## src/rtl/operand_load_ctrl_pkg.sv

```systemverilog
`default_nettype none
// ============================================================================
//  Module      : operand_load_pkg
//  Description : Shared state encodings, display constant and width helper
//                for the operand load controller and its neighbours.
//  Revision    : 1.0 - initial release
// ============================================================================
package operand_load_pkg;

    typedef enum logic [1:0] {
        ST_IDLE    = 2'd0,
        ST_LOAD    = 2'd1,
        ST_COMPUTE = 2'd2,
        ST_RESULT  = 2'd3
    } state_t;

    // All-ones makes the hex_code drivers show a blank display
    localparam logic [31:0] c_BLANK_DISP = 32'hFFFF_FFFF;

    // Ceiling log2, bounded loop so it stays elaboration-friendly
    function automatic int clog2(input int value);
        int r;
        r = 0;
        for (int i = 0; i < 31; i++) begin
            if ((1 << i) < value) r = i + 1;
        end
        return r;
    endfunction

endpackage
`default_nettype wire

```

## src/rtl/operand_load_ctrl_if.sv

```systemverilog
`default_nettype none
// ============================================================================
//  Module      : operand_load_ctrl_if
//  Description : Keypad, memory-write, MAC handshake and display bundle of
//                the operand load controller.
//  Revision    : 1.0 - initial release
// ============================================================================
interface operand_load_ctrl_if #(
    parameter int BANK_W = 1,
    parameter int ADDR_W = 3,
    parameter int ELEM_W = 16,
    parameter int RES_W  = 32
);
    logic              ns_button;
    logic              key_valid;
    logic [3:0]        key_data;
    logic              key_clr;
    logic              mem_we;
    logic [BANK_W-1:0] mem_bank;
    logic [ADDR_W-1:0] mem_addr;
    logic [ELEM_W-1:0] mem_wdata;
    logic              mac_start;
    logic              mac_done;
    logic [RES_W-1:0]  mac_result;
    logic [31:0]       disp_value;
    logic [1:0]        state_out;
    logic              busy;

    // Controller side
    modport master (
        input  ns_button, key_valid, key_data, key_clr, mac_done, mac_result,
        output mem_we, mem_bank, mem_addr, mem_wdata, mac_start,
               disp_value, state_out, busy
    );

    // Environment side (keypad, SRAM, MAC core, display)
    modport slave (
        output ns_button, key_valid, key_data, key_clr, mac_done, mac_result,
        input  mem_we, mem_bank, mem_addr, mem_wdata, mac_start,
               disp_value, state_out, busy
    );
endinterface
`default_nettype wire

```

## src/rtl/operand_load_ctrl_button_sync_edge.sv

```systemverilog
`default_nettype none
// ============================================================================
//  Module      : button_sync_edge
//  Description : Two-flop synchroniser plus rising-edge detector; turns an
//                asynchronous push button into a single-cycle pulse.
//  Revision    : 1.0 - initial release
// ============================================================================
module button_sync_edge (
    input  wire logic clk,
    input  wire logic rst,
    input  wire logic din,
    output logic      pulse
);
    logic r_sync1;
    logic r_sync2;
    logic r_dly;

    // Synchronise the button and keep a delayed copy for edge detection
    always_ff @(posedge clk) begin
        if (!rst) begin
            r_sync1 <= 1'b0;
            r_sync2 <= 1'b0;
            r_dly   <= 1'b0;
        end else begin
            r_sync1 <= din;
            r_sync2 <= r_sync1;
            r_dly   <= r_sync2;
        end
    end

    assign pulse = r_sync2 & ~r_dly;

endmodule
`default_nettype wire

```

## src/rtl/operand_load_ctrl.sv

```systemverilog
`default_nettype none
// ============================================================================
//  Module      : operand_load_ctrl
//  Description : Assembles keypad digits into operand elements, writes them
//                bank by bank, starts the MAC and holds its result for the
//                hex display.
//  Revision    : 1.0 - initial release
// ============================================================================
module operand_load_ctrl
    import operand_load_pkg::*;
#(
    parameter int NUM_BANKS = 2,
    parameter int DEPTH     = 8,
    parameter int ELEM_W    = 16,
    parameter int RES_W     = 32
) (
    input  wire logic           clk,
    input  wire logic           rst,
    operand_load_ctrl_if.master bus
);
    localparam int BANK_W = (clog2(NUM_BANKS) < 1) ? 1 : clog2(NUM_BANKS);
    localparam int ADDR_W = clog2(DEPTH);
    localparam logic [BANK_W-1:0] c_LAST_BANK = BANK_W'(NUM_BANKS - 1);
    localparam logic [ADDR_W-1:0] c_LAST_ADDR = ADDR_W'(DEPTH - 1);

    logic              w_commit;
    logic [ELEM_W-1:0] w_shift_key;
    logic [31:0]       w_disp_src;

    state_t            r_state;
    logic [BANK_W-1:0] r_bank;
    logic [ADDR_W-1:0] r_addr;
    logic [ELEM_W-1:0] r_shift;
    logic [RES_W-1:0]  r_result;
    logic              r_mem_we;
    logic [BANK_W-1:0] r_mem_bank;
    logic [ADDR_W-1:0] r_mem_addr;
    logic [ELEM_W-1:0] r_mem_wdata;
    logic              r_mac_start;
    logic              r_busy;
    logic [31:0]       r_disp;

    button_sync_edge u_btn (
        .clk   (clk),
        .rst   (rst),
        .din   (bus.ns_button),
        .pulse (w_commit)
    );

    // New digit enters at the bottom; the oldest digit falls off the top
    assign w_shift_key = ELEM_W'({r_shift, bus.key_data});

    // Display source, registered below for one cycle of latency
    always_comb begin
        w_disp_src = c_BLANK_DISP;
        case (r_state)
            ST_LOAD:   w_disp_src = 32'(r_shift);
            ST_RESULT: w_disp_src = 32'(r_result);
            default:   w_disp_src = c_BLANK_DISP;
        endcase
    end

    // Control FSM with registered memory, MAC and display outputs
    always_ff @(posedge clk) begin
        if (!rst) begin
            r_state     <= ST_IDLE;
            r_bank      <= '0;
            r_addr      <= '0;
            r_shift     <= '0;
            r_result    <= '0;
            r_mem_we    <= 1'b0;
            r_mem_bank  <= '0;
            r_mem_addr  <= '0;
            r_mem_wdata <= '0;
            r_mac_start <= 1'b0;
            r_busy      <= 1'b0;
            r_disp      <= c_BLANK_DISP;
        end else begin
            r_mem_we    <= 1'b0;
            r_mac_start <= 1'b0;
            r_disp      <= w_disp_src;
            case (r_state)
                ST_IDLE: begin
                    r_state <= ST_LOAD;
                    r_bank  <= '0;
                    r_addr  <= '0;
                    r_shift <= '0;
                end
                ST_LOAD: begin
                    // Commit has priority: it writes the pre-key value
                    if (w_commit) begin
                        r_mem_we    <= 1'b1;
                        r_mem_bank  <= r_bank;
                        r_mem_addr  <= r_addr;
                        r_mem_wdata <= r_shift;
                        r_shift     <= '0;
                        if (r_addr == c_LAST_ADDR) begin
                            r_addr <= '0;
                            if (r_bank == c_LAST_BANK) begin
                                r_bank      <= '0;
                                r_state     <= ST_COMPUTE;
                                r_mac_start <= 1'b1;
                                r_busy      <= 1'b1;
                            end else begin
                                r_bank <= r_bank + 1'b1;
                            end
                        end else begin
                            r_addr <= r_addr + 1'b1;
                        end
                    end else if (bus.key_clr) begin
                        r_shift <= '0;
                    end else if (bus.key_valid) begin
                        r_shift <= w_shift_key;
                    end
                end
                ST_COMPUTE: begin
                    if (bus.mac_done) begin
                        r_result <= bus.mac_result;
                        r_state  <= ST_RESULT;
                        r_busy   <= 1'b0;
                    end
                end
                ST_RESULT: begin
                    if (w_commit) begin
                        r_state <= ST_LOAD;
                        r_bank  <= '0;
                        r_addr  <= '0;
                        r_shift <= '0;
                    end
                end
                default: r_state <= ST_IDLE;
            endcase
        end
    end

    assign bus.mem_we     = r_mem_we;
    assign bus.mem_bank   = r_mem_bank;
    assign bus.mem_addr   = r_mem_addr;
    assign bus.mem_wdata  = r_mem_wdata;
    assign bus.mac_start  = r_mac_start;
    assign bus.busy       = r_busy;
    assign bus.disp_value = r_disp;
    assign bus.state_out  = r_state;

endmodule
`default_nettype wire

```

## src/flat_wrapper.sv

```systemverilog
// flat-port wrapper written by rule: the top's interface ports become plain ports
module operand_load_ctrl_flat import operand_load_pkg::*;
#(
    parameter int NUM_BANKS = 2,
    parameter int DEPTH     = 8,
    parameter int ELEM_W    = 16,
    parameter int RES_W     = 32
)
  (clk, rst, bus_ns_button, bus_key_valid, bus_key_data, bus_key_clr, bus_mac_done, bus_mac_result, bus_mem_we, bus_mem_bank, bus_mem_addr, bus_mem_wdata, bus_mac_start, bus_disp_value, bus_state_out, bus_busy);
  operand_load_ctrl_if #(.BANK_W(1), .ADDR_W(3), .ELEM_W(ELEM_W), .RES_W(RES_W)) bus_i ();
  input  wire logic clk;
  input  wire logic rst;
  input wire logic [$bits(bus_i.ns_button)-1:0] bus_ns_button;
  input wire logic [$bits(bus_i.key_valid)-1:0] bus_key_valid;
  input wire logic [$bits(bus_i.key_data)-1:0] bus_key_data;
  input wire logic [$bits(bus_i.key_clr)-1:0] bus_key_clr;
  input wire logic [$bits(bus_i.mac_done)-1:0] bus_mac_done;
  input wire logic [$bits(bus_i.mac_result)-1:0] bus_mac_result;
  output wire logic [$bits(bus_i.mem_we)-1:0] bus_mem_we;
  output wire logic [$bits(bus_i.mem_bank)-1:0] bus_mem_bank;
  output wire logic [$bits(bus_i.mem_addr)-1:0] bus_mem_addr;
  output wire logic [$bits(bus_i.mem_wdata)-1:0] bus_mem_wdata;
  output wire logic [$bits(bus_i.mac_start)-1:0] bus_mac_start;
  output wire logic [$bits(bus_i.disp_value)-1:0] bus_disp_value;
  output wire logic [$bits(bus_i.state_out)-1:0] bus_state_out;
  output wire logic [$bits(bus_i.busy)-1:0] bus_busy;
  assign bus_i.ns_button = bus_ns_button;
  assign bus_i.key_valid = bus_key_valid;
  assign bus_i.key_data = bus_key_data;
  assign bus_i.key_clr = bus_key_clr;
  assign bus_i.mac_done = bus_mac_done;
  assign bus_i.mac_result = bus_mac_result;
  assign bus_mem_we = bus_i.mem_we;
  assign bus_mem_bank = bus_i.mem_bank;
  assign bus_mem_addr = bus_i.mem_addr;
  assign bus_mem_wdata = bus_i.mem_wdata;
  assign bus_mac_start = bus_i.mac_start;
  assign bus_disp_value = bus_i.disp_value;
  assign bus_state_out = bus_i.state_out;
  assign bus_busy = bus_i.busy;
  operand_load_ctrl #(.NUM_BANKS(NUM_BANKS), .DEPTH(DEPTH), .ELEM_W(ELEM_W), .RES_W(RES_W)) u_core (.clk(clk), .rst(rst), .bus(bus_i));
endmodule
```

## config.mk

```make
export PLATFORM = sky130hd
export DESIGN_NAME = operand_load_ctrl_flat
export DESIGN_NICKNAME = d
export VERILOG_FILES = /design/src/rtl/operand_load_ctrl_pkg.sv /design/src/rtl/operand_load_ctrl_if.sv /design/src/rtl/operand_load_ctrl_button_sync_edge.sv /design/src/rtl/operand_load_ctrl.sv /design/src/flat_wrapper.sv
export SDC_FILE = /design/constraint.sdc
export NUM_CORES = 1
export LEC_CHECK = 0
export BUFFER_PORTS_ARGS = -buffer_cell sky130_fd_sc_hd__buf_4
export CORE_UTILIZATION = 52
export CTS_CLUSTER_DIAMETER = 200
export DETAILED_ROUTE_END_ITERATION = 8
export PLACE_DENSITY_LB_ADDON = 0.1
export SLEW_MARGIN = 20
export SYNTH_ARGS = -nofsm -noshare
export SYNTH_HDL_FRONTEND = slang
export SYNTH_SLANG_ARGS = --single-unit
```

## constraint.sdc

```tcl
create_clock -name clk -period 1.9 [get_ports clk]
set_input_delay 0.19 -clock clk [delete_from_list [all_inputs] [get_ports clk]]
set_output_delay 0.19 -clock clk [all_outputs]
set_load 0.01 [all_outputs]
```

# Yosys cells after proc, flatten, opt, wreduce, memory -nomap -nowiden
# Index checks and enable logic that the tools add are counted.
# classes
add_sub_neg	2
n_eq_ne	10
muxes	28
bitwise	2
n_reduce_logical	12
# ops
op	count
$mux W16	4
$pmux W32 S2	1
$pmux W16 S3	1
$mux W1	10
$mux W2	5
$reduce_and A5 Y1	2
$mux W3	3
$pmux W3 S3	1
$pmux W2 S4	1
$reduce_and A4 Y1	2
$ne A2 B2 Y1 const B	3
$reduce_and A2 Y1	3
$reduce_and A3 Y1	2
$eq A2 B2 Y1 const B	2
$ne A2 B1 Y1 const B	2
$ne A4 B4 Y1 const B	1
$add A3 B1 Y3 const B	1
$eq A3 B3 Y1 const B	1
$pmux W1 S3	1
$reduce_bool A3 Y1	1
$eq A2 B1 Y1 const B	1
$logic_not A2 Y1	1
$pmux W1 S2	1
$reduce_bool A2 Y1	1
3 further kinds	3
# totals
regBits	112
in_bits	42
wordCells	69

# Depth between registers and ports, before layout
# depth
ltp_word	5
mapped_depth	7

# Cells and area by module
# Synthesis repeated with hierarchy kept, for this count alone.
# unflattened
hier_cells	377
area_unflattened_um2	3807.4
# by_module_without_submodules
module	instances	cells_per_inst	area_each_um2	seq_area_each_um2
operand_load_ctrl	1	370	3714.8	2182.1
button_sync_edge	1	7	92.6	60.1

# Least setup slack after synthesis
# Ideal clock, no wire load.
# synth_path
path_type	register to register
startpoint	reg u_core.r_state[0] (netlist: u_core.bus.state_out[0])
endpoint	reg u_core.r_shift[10]
setup_time_ns	0.122
arrival_ns	1.481
required_time_ns	1.778
slack_ns	0.297
stages_incl_launch_ff	7
n_path_buf	1
period_less_slack_ns	1.603
cell_sequence	dfxtp_1 -> inv_1 -> ha_1 -> a21oi_2 -> a21boi_4 -> buf_4 -> o22ai_1
# synth_between
elab_chain_cells	3
# synth_rtl
item	line_no	source
from (decl)	operand_load_ctrl.sv:30	state_t r_state;
from (signal assigned)	operand_load_ctrl.sv:66	r_state <= ST_IDLE;
from (signal assigned)	operand_load_ctrl.sv:84	r_state <= ST_LOAD;
from (signal assigned)	operand_load_ctrl.sv:101	r_state <= ST_COMPUTE;
$eq A2 B1 Y1 (tied with other cells)	operand_load_ctrl.sv:82	case (r_state)
$ne A4 B4 Y1 (no line) (tied with other cells)	n/a	
$reduce_and A3 Y1 (no line)	n/a	
to (signal assigned)	operand_load_ctrl.sv:113	r_shift <= w_shift_key;
to (decl)	operand_load_ctrl.sv:33	logic [ELEM_W-1:0] r_shift;
# Parallel ways exist; a longest one is shown, timed or not.
# A chain may end at the register's enable or synchronous reset.

# Worst setup path after layout
# layout_path
startpoint	reg u_core.r_state[0] (netlist: u_core.bus.state_out[0])
endpoint	reg u_core.r_mem_wdata[6] (netlist: u_core.bus.mem_wdata[6])
# layout_between
elab_chain_cells	2
# layout_rtl
item	line_no	source
$eq A2 B1 Y1	operand_load_ctrl.sv:82	
$reduce_and A2 Y1 (no line)	n/a	
to (signal assigned)	operand_load_ctrl.sv:95	r_mem_wdata <= r_shift;
to (decl)	operand_load_ctrl.sv:38	logic [ELEM_W-1:0] r_mem_wdata;
# No other way between the ends.

==> summary.md <==
| Metric | Value |
|---|---|
| First-pass GRT wire length | `13800 um` |
| Synth Register Bits | `112` |
| H-tree levels | `3` |
| Peak supply drop | `0.603 mV` |
| DRC violations left | `0` |
| Area leader, netlist | `dfxtp_1` |
| Synthesis Warnings | `0` |
| Clock latency on the worst-skew pair | `0.37 ns` |
| Die area | `7820 um2` |
| Via count | `3214` |
| Port Buffers | `98` |
| Synthesized area | `3880 um2` |
| RSZ-0062 raised after global routing | `false` |
| DP Cell Count | `602` |
| Syn Area/Cell | `9.16 um2` |
| Syn nets | `473` |
| CTS Root Cell | `clkbuf_8` |
| Startpoint types | `flip-flop` |
| Lkg Pwr | `1.97 nW` |
| Sequential fraction of the synthesis area | `57.7%` |
| Drt first pass iters | `4` |
| Crit path DAT | `2.07 ns` |
| Commonest cells after routing, fill and taps aside | `nand2_1, dfxtp_1, buf_4, a21oi_1, a21o_1` |
| Setup violators final | `0` |
| Top cell type's share of synthesized area | `57.7%` |
| Tcrit/Tclk final | `93.0%` |
| Drt total wl | `8970 um` |
| F_max | `566 MHz` |
| CORE AREA | `7250 um2` |
| Dpl hpwl | `6050 um` |
| Chip height | `88.4 um` |
| GR Util All Layers | `23.3%` |
| Top cells by area, synth | `dfxtp_1, nand2_1, a21oi_1` |
| Post-cts hold buffer count | `0` |
| Layout fillers | `608` |
| Max-cap violations | `0` |
| Largest net degree at the start of global routing | `34` |
| Initial DRC count | `198` |
| Final non-filler cell total | `618` |
| Initial antenna violation count | `0` |
| Worst Tran Pin Value | `0.719 ns` |
| Wire per inst | `14.5 um` |
| Number of antenna diodes | `0` |
| Vias per std cell | `5.20` |
| Top_reg_cell synth | `dfxtp_1` |
| Hold Path Class | `in -> reg` |
| Leading cell type in the layout, fill and taps excluded | `nand2_1` |
| Post-synth ARST share | `0%` |
| CTS tree | `yes` |
| Cell variety after synth | `29` |
| Worst Setup Path Type | `reg -> reg` |
| Status | `completed` |
| Max Fanout on Critical Path | `21` |
| Slew Viols, Final | `0` |
| CTS Sinks | `112` |
| Layout Nets | `564` |
| CP Capture Type | `flip-flop` |
| Worst setup margin | `0.133 ns` |
| Final worst path period need | `1.77 ns` |
| PD cells | `1150 nW/um2` |
| Post-DRT Antenna Nets | `0` |
| CTS max path bufs | `2` |
| Initial Util | `53.5%` |
| Number of flops mapped to enable cells by yosys | `0` |
| Setup TNS | `0 ns` |
| Placer Congestion | `0.825` |
| Clock skew | `0.0120 ns` |
| # rows | `31` |
| Layout area overhead | `27.7%` |
| Total Power | `5.69 mW` |
| Share of layout cells above drive strength 1 | `26.0%` |
| Mapped Cells | `424` |
| GRT Residual Overflow | `0` |
| Number of I/O pins | `99` |
| Fin. Hold Viols | `0` |
| Die W | `88.4 um` |
| Relative slew margins | `52.1%` |
| Worst slack at placement | `0.0513 ns` |
| WP data required | `2.20 ns` |
| CTS Buf Count | `9` |
| Clk pin slew, worst setup/hold paths | `0.11 ns` |
| Vias in the first global route | `2871` |
==> cell usage after synthesis, drive strengths merged (2+ instances only) <==
cell,number
nand2,133
dfxtp,112
a21oi,59
a21o,17
buf,17
a221o,16
o22ai,16
clkbuf,13
ha,7
and2,5
inv,5
nand3,4
nand2b,3
nor2,3
a211oi,2
mux2i,2
o21ai,2
==> registers in the layout (all words and copies together), names as in the netlist, 2 cells and up <==
register               flops
u_core.r_shift            16
u_core.bus.disp_value     32
u_core.bus.state_out       2
u_core.bus.mem_addr        3
u_core.r_result           32
u_core.r_addr              3
u_core.bus.mem_wdata      16
==> cell families after synthesis <==
logic type                 synth area share, %
and+or+nand+nor                           16.4
AOI/OAI and AO/OA                         19.3
DFF                                       57.7
buffers and inverters                     3.80
adders and majority gates                 2.26
muxes                                    0.515
==> report_power, final <==
part | switching (mW) | total, mW | leakage, nW | internal (mW)
registers | 0.144 | 2.78 | 0.911 | 2.64
clock network | 0.806 | 1.32 | 0.0825 | 0.517
logic | 0.825 | 1.58 | 0.976 | 0.759
total | 1.78 | 5.69 | 1.97 | 3.91
==> timing repair <==
action                                  in CTS  in global routing
resized for setup                            0                  4
buffers inserted                             0                  1
endpoints found under the setup margin       0                 21
==> metal layers <==
layer  global-route usage, %  wire length, um  vias to the layer above
met4                    7.62              110                        0
li1                        -                -                     1616
met1                    32.8             4330                     1499
met2                    35.6             4040                       89
met3                    5.04              494                       10
met5                       0                0                        -
==> worst max-delay path: stages (launching register included) <==
cell and delay (ns):
dfxtp_1 0.53, ha_1 0.25, buf_4 0.25, and2_2 0.29
buf_12 0.16, nand2_1 0.06, a21oi_1 0.15
==> layout make-up <==
| cell class | count | area, um2 | area share, % |
|---|---|---|---|
| well taps | 99 | 124 | 2.50 |
| repair buffers | 110 | 892 | 18.0 |
| multi-input cells | 277 | 1500 | 30.3 |
| clock buffers | 10 | 138 | 2.77 |
| flip-flops and latches | 112 | 2240 | 45.2 |
| inverters | 5 | 18.8 | 0.378 |
| clock inverters | 5 | 42.5 | 0.858 |
==> path summary, 6_finish.rpt <==
kind,start,end,slack [ns],depth (start not counted)
worst min-delay path,bus_ns_button,u_core.u_btn.r_sync1,0.02,2
worst max-delay path,u_core.bus.state_out[0],u_core.bus.mem_wdata[6],0.13,6
worst max register to register,u_core.bus.state_out[0],u_core.bus.mem_wdata[6],0.13,6
worst min register to register,u_core.u_btn.r_sync1,u_core.u_btn.r_sync2,0.45,1
==> stage by stage <==
step	utilization [%]	hold WS, ns	cell area (um2)
finish	68.4	0.0215	4960
global route	68.4	0.0274	4960
global placement	65.4	0.402	4750
floorplan	-	0.317	3880
CTS	68.0	0.0189	4930
detailed placement	65.5	0.405	4750
(Power assumes the default switching activity.)
